## src/rtl/gate_test_sequencer.sv

```systemverilog
`default_nettype none
// gate_test_sequencer: loads an expected truth table from the host, walks every input vector
// through an external gate, and streams one result byte per vector back. Rev 1.0
module gate_test_sequencer #(
  parameter int N_IN          = 2,
  parameter int N_OUT         = 1,
  parameter int SETTLE_CYCLES = 4
) (
  input  logic             clk,
  input  logic             rst,
  input  logic             start,
  input  logic             abort,
  input  logic             rx_valid,
  input  logic [7:0]       rx_byte,
  input  logic [N_OUT-1:0] dut_out,
  output logic [N_IN-1:0]  dut_in,
  output logic             tx_valid,
  input  logic             tx_ready,
  output logic [7:0]       tx_byte,
  output logic             busy,
  output logic             done,
  output logic             pass,
  output logic [N_IN:0]    fail_count
);

  localparam int NUM_VEC = 1 << N_IN;
  localparam int CNT_W   = $clog2(SETTLE_CYCLES + 1);
  localparam int FAIL_W  = N_IN + 1;
  localparam logic [N_IN-1:0]   LAST_VEC    = N_IN'(NUM_VEC - 1);
  localparam logic [CNT_W-1:0]  SETTLE_LAST = CNT_W'(SETTLE_CYCLES - 1);
  localparam logic [FAIL_W-1:0] FAIL_MAX    = FAIL_W'(NUM_VEC);

  typedef enum logic [2:0] {
    IDLE   = 3'd0,
    LOAD   = 3'd1,
    SETTLE = 3'd2,
    SAMPLE = 3'd3,
    SEND   = 3'd4,
    DONE   = 3'd5
  } state_t;

  state_t           state;
  logic [N_IN-1:0]  load_idx;
  logic [N_IN-1:0]  vec;
  logic [CNT_W-1:0] settle_cnt;
  logic [N_OUT-1:0] exp_mem [NUM_VEC];
  logic             mismatch;
  logic             unused_rx_bits;

  // Only the low N_OUT bits of a host byte carry the expected response.
  assign unused_rx_bits = ^rx_byte[7:N_OUT];
  assign mismatch       = (dut_out != exp_mem[vec]);

  always_ff @(posedge clk) begin
    if (state == LOAD && rx_valid) begin
      exp_mem[load_idx] <= rx_byte[N_OUT-1:0];
    end
  end

  always_ff @(posedge clk or posedge rst) begin
    if (rst) begin
      state      <= IDLE;
      load_idx   <= '0;
      vec        <= '0;
      settle_cnt <= '0;
      dut_in     <= '0;
      tx_valid   <= 1'b0;
      tx_byte    <= '0;
      busy       <= 1'b0;
      done       <= 1'b0;
      pass       <= 1'b0;
      fail_count <= '0;
    end else if (abort) begin
      // fail_count is deliberately kept so the host can inspect a cancelled run.
      state    <= IDLE;
      dut_in   <= '0;
      tx_valid <= 1'b0;
      busy     <= 1'b0;
      done     <= 1'b0;
      pass     <= 1'b0;
    end else begin
      case (state)
        IDLE, DONE: begin
          if (start) begin
            state      <= LOAD;
            load_idx   <= '0;
            fail_count <= '0;
            done       <= 1'b0;
            pass       <= 1'b0;
            busy       <= 1'b1;
          end
        end
        LOAD: begin
          if (rx_valid) begin
            load_idx <= load_idx + 1'b1;
            if (load_idx == LAST_VEC) begin
              state      <= SETTLE;
              vec        <= '0;
              dut_in     <= '0;
              settle_cnt <= '0;
            end
          end
        end
        SETTLE: begin
          settle_cnt <= settle_cnt + 1'b1;
          if (settle_cnt == SETTLE_LAST) begin
            state <= SAMPLE;
          end
        end
        SAMPLE: begin
          if (mismatch && fail_count != FAIL_MAX) begin
            fail_count <= fail_count + 1'b1;
          end
          tx_byte  <= {mismatch, 7'(dut_out)};
          tx_valid <= 1'b1;
          state    <= SEND;
        end
        SEND: begin
          if (tx_ready) begin
            tx_valid <= 1'b0;
            if (vec == LAST_VEC) begin
              state <= DONE;
              busy  <= 1'b0;
              done  <= 1'b1;
              pass  <= (fail_count == '0);
            end else begin
              vec        <= vec + 1'b1;
              dut_in     <= vec + 1'b1;
              settle_cnt <= '0;
              state      <= SETTLE;
            end
          end
        end
        default: state <= IDLE;
      endcase
    end
  end

endmodule
`default_nettype wire

```

## config.mk

```make
export PLATFORM = sky130hd
export DESIGN_NAME = gate_test_sequencer
export DESIGN_NICKNAME = d
export VERILOG_FILES = /design/src/rtl/gate_test_sequencer.sv
export SDC_FILE = /design/constraint.sdc
export NUM_CORES = 1
export LEC_CHECK = 0
export CAP_MARGIN = 20
export CORE_MARGIN = 2
export CORE_UTILIZATION = 42
export DETAILED_ROUTE_END_ITERATION = 10
export PLACE_DENSITY = 0.69
export SYNTH_ARGS = -nofsm -noshare
export SYNTH_HDL_FRONTEND = slang
export SYNTH_SLANG_ARGS = --single-unit
```

## constraint.sdc

```tcl
create_clock -name clk -period 3.75 [get_ports clk]
set_clock_uncertainty 0.15 [all_clocks]
set_input_delay 0.5625 -clock clk [delete_from_list [all_inputs] [get_ports clk]]
set_output_delay 0.5625 -clock clk [all_outputs]
set_load 0.01 [all_outputs]
```

# Word level (Yosys, flattened, before mapping)
# Memories as Yosys holds them, arrays and structs flattened.
# Cells that the tools add are included.
classes:
  addsub: 4
  n_eq_ne: 23
  muxes: 44
  n_bitwise: 1
  n_reduce_logical: 21
op_table:
  columns: ["cell", "n"]
  rows:
  - ["$mux 3", 13]
  - ["$ne 3x3->1 const B", 7]
  - ["$mux 1", 15]
  - ["$pmux 3 s5", 1]
  - ["$mux 2", 7]
  - ["$reduce_and 4->1", 3]
  - ["$reduce_and 6->1", 2]
  - ["$reduce_bool 3->1", 4]
  - ["$ne 2x2->1 const B", 5]
  - ["$reduce_and 5->1", 2]
  - ["$eq 3x2->1 const B", 3]
  - ["$pmux 3 s3", 1]
  - ["$pmux 1 s2", 4]
  - ["$pmux 2 s2", 2]
  - ["$add 3x1->3 const B", 2]
  - ["$eq 3x3->1 const B", 2]
  - ["$logic_not 3->1", 2]
  - ["$pmux 3 s2", 1]
  - ["$reduce_bool 2->1", 3]
  - ["$add 2x1->2 const B", 2]
  - ["$eq 2x2->1 const B", 2]
  - ["$reduce_and 2->1", 2]
  - ["$eq 3x1->1 const B", 1]
  - ["$ne 3x2->1 const B", 1]
  - ["5 further kinds", 6]
word_totals:
  register_bits: 21
  ram_bits: 4
  inputBits: 15
  output_inout_bits: 17
  word_cells: 105
  memories: 1
memory_table:
  columns: ["name", "words", "width", "rd", "rd_clocked_by_memory_dff", "wr", "line", "source"]
  rows:
  - ["exp_mem", 4, 1, 1, 0, 1, "46", "logic [N_OUT-1:0] exp_mem [NUM_VEC];"]

# Logic depth before layout (Yosys ltp)
# Gate-level depths: netlist (run 1).
depth:
  word_depth: 5
  depth_mapped: 7
  mapped_depth_nobuf: 6

# Worst setup path before layout (run 1)
# OpenSTA, ideal clock, no wires.
synth_path:
  kind: "input to register"
  from: "input port start"
  to: "register pass"
  setup_time_ns: 0.078
  arrival_ns: 1.662
  required_time_ns: 3.522
  path_slack_ns: 1.860
  path_stages: 5
  n_path_buf: 0
  path_cell_list: "nor2b_1 > a211oi_1 > a211o_1 > or4b_1 > a21oi_1"
synth_via:
  elab_chain_cells: 2
synth_lines:
  columns: ["element", "line", "source"]
  rows:
  - ["from (decl)", "11", "input logic start,"]
  - ["$ne 3x3->1 (no source line)", null, null]
  - ["$reduce_and 4->1 (no source line)", null, null]
  - ["to (signal assigned)", "125", "pass <= (fail_count == '0);"]
  - ["to (decl)", "22", "output logic pass,"]
# Every way passes these cells.
# A chain may end at the register's enable or synchronous reset.

# Final worst setup path (run 1)
# Same ends and word-level chain as after synthesis.

==> summary.txt, run 1 <==
Run status
  • Status: complete, no violations

Clock tree
  • Clock Latency Late Sink: 0.32 ns
  • Root Buffer: clkbuf_4
  • CTS HTree Levels: 1
  • Clock sink count: 25
  • CTS buffer count: 3
  • Setup Buffers After CTS: 0
  • Hold buffer count at CTS: 0
  • CTS tree: done
  • Clk pin slew, worst setup/hold paths: 0.14 ns
  • CTS Buffer Depth: 2
  • Post-CTS resize count: 0

Yosys
  • Cell variety after synth: 43
  • Synthesized area per cell: 10.3 µm²
  • Seq/Total Area, Yosys: 45.3%
  • Ys flop type: dfrtp_1
  • Cell area after synthesis: 1430 µm²
  • Post-synth ARST share: 84.0%
  • Yosys reg bits: 25
  • Synth Warn #: 0
  • EDFF count, synth: 4
  • Cells after Synth: 139

Die
  • Die area: 3880 µm²
  • Row Count: 21
  • I/O pin count: 32
  • DIE HEIGHT: 62.3 µm
  • Chip Width: 62.3 µm
  • CORE AREA: 3310 µm²
  • Initial Util: 43.1%

Routing
  • Via density: 5.15
  • DRT Pass-1 Iters: 4
  • Post-route ant nets: 0
  • Drt wl/cell: 12.8 µm
  • Vias: 1029
  • Drt drc: 0
  • Routed WL: 2560 µm
  • Initial drt markers: 43

GRT
  • GRT Max-Usage Layer: met2
  • Met3 usage in global routing: 3.26%
  • GRT met1 Usage: 18.1%
  • Initial antenna violation count: 0
  • First-pass GRT wire length: 4450 µm
  • Largest net degree at the start of global routing: 22
  • GRT overflow: 0
  • All-Layer GR Usage: 14.3%
  • Met2 Track Usage GR: 23.6%
  • Vias in the first global route: 1025

Power and ir drop
  • Static leakage: 0.000719 µW
  • Worst-case vdd ir drop: 0.155 mV
  • Cell area power density: 363 nW/µm²

STA
  • Worst slew pin tran: 0.783 ns
  • Fin crit period: 2.28 ns
  • RSZ-0062 raised after global routing: no
  • Hold_ws: 0.339 ns
  • Finish-stage setup viols: 0
  • Peak Freq: 438 MHz
  • Fin. Hold Viols: 0
  • Fin crit share: 60.9%
  • Max Slew Vio Count: 0
  • TNS Setup: 0 ns
  • Max transition margin: 47.7%

Setup path
  • Critical path cell sequence: clkdlybuf4s50_1, nor2b_1, a211oi_1, a211o_1, or4b_1, a21oi_1
  • Largest stage delay on the critical path: 0.55 ns
  • Worst path required time: 3.85 ns
  • Crit Path Class: input port to flip-flop
  • Slowest-stage cell, CP: clkdlybuf4s50_1
  • Crit Path Max Fanout: 5
  • CP arrival: 2.38 ns
  • Crit path capture type: flip-flop
  • Element type at the critical path start: input port

Finish
  • Number of inserted diodes: 0
  • Nets: 179
  • Share of cells above drive strength 1: 7.14%
  • Most frequent cells in the layout: dfrtp_1, clkdlybuf4s50_1, inv_1
  • Most common cell after layout, fill and taps aside: dfrtp_1
  • Synthesis-to-finish area growth: 14.6%

Min path
  • Worst hold path type: flip-flop to flip-flop

Placed design
  • Routability cong.: 0.780
  • Placed wire-length estimate: 1900 µm
  • IO Port Bufs: 18

Run
  • Max-cap viol count: 0
-- state kept, by name, summed over array words and instances (netlist names) --
signal	cells
done	1
tx_byte	2
state	3
tx_valid	1
pass	1
exp_mem	4
settle_cnt	3
dut_in	2
vec	2
busy	1
fail_count	3
load_idx	2
-- worst max-delay path: cells and delay by family --
kind,cells,cell delay [ns]
buf+inv,1,0.55
compound gates,3,0.56
simple gates,2,0.70
-- metal layers --
layer | vias to the layer above | routed length [µm]
li1 | 516 | -
met1 | 487 | 1240
met2 | 21 | 1180
met3 | 5 | 92
met4 | 0 | 42
met5 | - | 0
-- power breakdown --
part / internal, µW / leakage, µW / switching (µW)
logic: 64.3 / 0.000383 / 77.3
clock network: 40.0 / 0.0000177 / 81.2
registers: 303 / 0.000318 / 27.9
total: 407 / 0.000719 / 186
-- Yosys cell counts, types with 2 or more instances --
cell / number / area [µm²]
nor2b_1: 2 / 12.5
nand2b_1: 3 / 18.8
and3_1: 5 / 31.3
mux2i_1: 4 / 40.0
edfxtp_1: 4 / 120
a31oi_1: 3 / 18.8
a22o_1: 2 / 17.5
a211o_1: 2 / 17.5
o211ai_1: 2 / 15.0
a211oi_1: 2 / 15.0
o22ai_1: 2 / 12.5
o21ai_1: 4 / 20.0
nor2_1: 9 / 33.8
nand3_1: 2 / 10.0
dfrtp_1: 21 / 526
a21oi_2: 2 / 17.5
ha_1: 9 / 113
nand2_1: 7 / 26.3
buf_4: 7 / 52.6
nor3b_1: 2 / 15.0
nand4_1: 2 / 12.5
o21ai_0: 4 / 20.0
buf_2: 3 / 15.0
mux2_1: 2 / 22.5
inv_1: 11 / 41.3
or3b_1: 2 / 17.5
a21oi_1: 5 / 25.0
-- path summary, 6_finish.rpt --
path,start,endpoint,slack [ns],cells after the start
worst min-delay path,settle_cnt[0],settle_cnt[0],0.34,1
max in group asynchronous,rst,vec[0],2.44,2
worst min register to register,settle_cnt[0],settle_cnt[0],0.34,1
worst max-delay path,start,pass,1.47,6
worst max register to register,state[0],vec[0],1.49,5
min in group asynchronous,rst,tx_valid,0.52,2
-- kinds of logic (layout without fill, tap and decap cells) --
logic type | after synthesis | count (layout) | synth area share (%)
compound gates | 31 | 31 | 14.8
buf+inv | 23 | 33 | 8.16
other cells | 1 | 6 | 0.263
simple gates | 41 | 41 | 16.2
fa+ha+maj | 9 | 9 | 7.89
mux | 8 | 8 | 6.75
flops | 25 | 25 | 45.3
xor+xnor | 1 | 1 | 0.614
-- final cells by class --
type / instances / area [µm²]
Clock inverter: 1 / 5.00
Tap cell: 46 / 57.6
Multi-Input combinational cell: 96 / 683
Sequential cell: 25 / 646
Inverter: 11 / 41.3
Timing Repair Buffer: 18 / 180
Fill cell: 324 / 1680
Clock buffer: 3 / 22.5
-- per-stage QoR --
step / total power (µW) / cell area, µm² / instances / worst slack (ns) / util, %
final: 593 / 1640 / 200 / 1.47 / 49.4
after global routing: 636 / 1640 / 200 / 1.36 / 49.4
after CTS: 598 / 1640 / 200 / 1.48 / 49.4
after detailed placement: 479 / 1610 / 196 / 1.14 / 48.6
after global placement: 468 / 1610 / 196 / 1.15 / 48.6
after floorplan: 440 / 1450 / 144 / 1.86 / -
Power figures use the tool's default switching activity.
==> run 2: changes to the inputs <==
==> constraint.sdc (replaced) <==
create_clock -name clk -period 2.3 [get_ports clk]
set_clock_uncertainty 0.15 [all_clocks]
set_input_delay 0.345 -clock clk [delete_from_list [all_inputs] [get_ports clk]]
set_output_delay 0.345 -clock clk [all_outputs]
set_load 0.01 [all_outputs]
==> run 2 against run 1 <==
Effect of this change: die area is the same; sequential share of layout area shrank 1.7 points; critical path type is now flip-flop to flip-flop; critical endpoint is now vec[0]; via count increased by 3.7%.
==> summary.txt, run 2 (synthesis gave the netlist of run 1 again) <==
Run status
  • Status: complete, no violations (unchanged)

Finish
  • Most common cell after layout, fill and taps aside: dfrtp_1 (unchanged)
  • Multi-input logic area: 683 µm² (unchanged)
  • Nets: 189 (was 179)
  • Synthesis-to-finish area growth: 19.8% (was 14.6%)
  • Fill cells: 332 (was 324)
  • Share of cells above drive strength 1: 12.2% (was 7.14%)
  • Top reg by flops: exp_mem (unchanged)
  • Number of inserted diodes: 0 (unchanged)
  • Reg area: 646 µm² (unchanged)
  • Most frequent cells in the layout: dfrtp_1, clkdlybuf4s50_1, inv_1 (unchanged)
  • Max reg flops: 4 (unchanged)
  • Post-layout util: 51.6% (was 49.4%)

Clock tree
  • CTS tree: done (unchanged)
  • Clk pin slew, worst setup/hold paths: 0.14 ns (about the same)
  • Clock sink count: 25 (unchanged)
  • CTS HTree Levels: 1 (unchanged)
  • Post-CTS resize count: 0 (unchanged)
  • Hold buffer count at CTS: 0 (unchanged)
  • Clock Latency Late Sink: 0.31 ns (was 0.32 ns)
  • Setup Buffers After CTS: 0 (unchanged)
  • CTS Buffer Depth: 2 (unchanged)
  • CTS buffer count: 3 (unchanged)
  • Root Buffer: clkbuf_4 (unchanged)

GRT
  • First-pass GRT wire length: 4790 µm (was 4450 µm)
  • Largest net degree at the start of global routing: 22 (unchanged)
  • Vias in the first global route: 1044 (was 1025)
  • GRT overflow: 0 (unchanged)
  • Initial antenna violation count: 0 (unchanged)
  • All-Layer GR Usage: 15.3% (was 14.3%)

STA
  • Fin crit period: 2.09 ns
  • Fin. Hold Viols: 0 (unchanged)
  • Fin crit share: 90.9%
  • Max transition margin: 63.5% (was 47.7%)
  • TNS Setup: 0 ns (unchanged)
  • RSZ-0062 raised after global routing: no (unchanged)
  • Max Slew Vio Count: 0 (unchanged)
  • Worst slew pin tran: 0.546 ns (was 0.783 ns)
  • Peak Freq: 478 MHz
  • Finish-stage setup viols: 0 (unchanged)

Routing
  • Drt drc: 0 (unchanged)
  • Post-route ant nets: 0 (unchanged)
  • Drt wl/cell: 13.2 µm (was 12.8 µm)
  • Routed WL: 2770 µm (was 2560 µm)
  • Vias: 1067 (was 1029)
  • Initial drt markers: 45 (was 43)
  • Via density: 5.08 (was 5.15)
  • DRT Pass-1 Iters: 3 (was 4)

Power and ir drop
  • Worst-case vdd ir drop: 0.276 mV (was 0.155 mV)
  • Static leakage: 0.000766 µW (was 0.000719 µW)
  • Cell area power density: 588 nW/µm² (was 363 nW/µm²)

Die
  • Row Count: 21 (unchanged)
  • CORE AREA: 3310 µm² (unchanged)
  • Chip Width: 62.3 µm (unchanged)
  • I/O pin count: 32 (unchanged)
  • DIE HEIGHT: 62.3 µm (unchanged)
  • Die area: 3880 µm² (unchanged)
  • Initial Util: 43.1% (unchanged)

Setup path
  • R2R Path Start: state[0] (unchanged)
  • FF-to-FF End: vec[0] (unchanged)
  • Crit Path Max Fanout: 7 (was 5)
  • Crit path capture type: flip-flop (unchanged)
  • Worst r2r path cells: 5 (unchanged)
  • Worst path required time: 2.36 ns (was 3.85 ns)
  • Crit Path Class: flip-flop to flip-flop (was input port to flip-flop)
  • Element type at the critical path start: flip-flop (was input port)
  • R2R setup slack: 0.21 ns (was 1.49 ns)
  • CP arrival: 2.15 ns (was 2.38 ns)

Placed design
  • Placed wire-length estimate: 2100 µm (was 1900 µm)
  • IO Port Bufs: 18 (unchanged)
  • Routability cong.: 0.812 (was 0.780)

Run
  • Max-cap viol count: 0 (unchanged)

Min path
  • Worst hold path type: input port to async pin (was flip-flop to flip-flop)
run 2: cell count changes in the layout (fill, tap and decap cells not counted), sizes merged:
cell | previous run | this run
buf | 0 | 10
clkbuf | 3 | 4
clkinv | 1 | 0
run 2: cell type report:
type,instances,share of cell area [%]
flip-flops and latches,25,37.8
repair buffers,28,14.9
clock buffers,4,1.54
multi-input cells,96,40.0
well taps,46,3.37
inverters,11,2.42
run 2: critical path: stages (launching register included):
cell and delay [ns]:
dfrtp_1 0.48, or3b_1 0.45, nor2_1 0.23, a21oi_2 0.15
nor2_2 0.18, mux2_1 0.34
run 2: layer usage:
| layer | up-vias | routed length (µm) | track usage, % |
|---|---|---|---|
| met5 | - | 0 | 0 |
| met4 | 0 | 29 | 6.39 |
| met3 | 2 | 54 | 1.63 |
| met2 | 14 | 1340 | 24.9 |
| met1 | 515 | 1340 | 21.0 |
| li1 | 536 | - | - |
run 2: worst max-delay path by stage:
| stage | endpoint | slack (ns) | depth (start not counted) | from |
|---|---|---|---|---|
| finish | vec[0] | 0.21 | 5 | state[0] |
| global route | load_idx[0] | 0.11 | 7 | state[2] |
| CTS | vec[0] | 0.22 | 5 | state[0] |
| detailed placement | load_idx[0] | 0.05 | 7 | start |
| global placement | pass | 0.09 | 6 | start |
| floorplan | vec[0] | 0.42 | 6 | state[0] |
run 2: through the flow:
step / total power [µW] / area (µm²) / hold slack [ns] / setup WS [ns] / std cells
2_1_floorplan: 718 / 1450 / 0.172 / 0.422 / 144
3_3_place_gp: 794 / 1680 / 0.318 / 0.0906 / 206
3_5_place_dp: 816 / 1680 / 0.349 / 0.0511 / 206
4_1_cts: 1020 / 1710 / 0.196 / 0.223 / 210
5_1_grt: 1090 / 1710 / 0.223 / 0.107 / 210
6_report: 1000 / 1710 / 0.195 / 0.209 / 210
run 2: report_power, final:
part | switching [µW] | internal [µW] | total (µW)
Clock | 131 | 67.7 | 198
Combinational | 147 | 130 | 278
Sequential | 34.7 | 494 | 529
Total | 313 | 692 | 1000
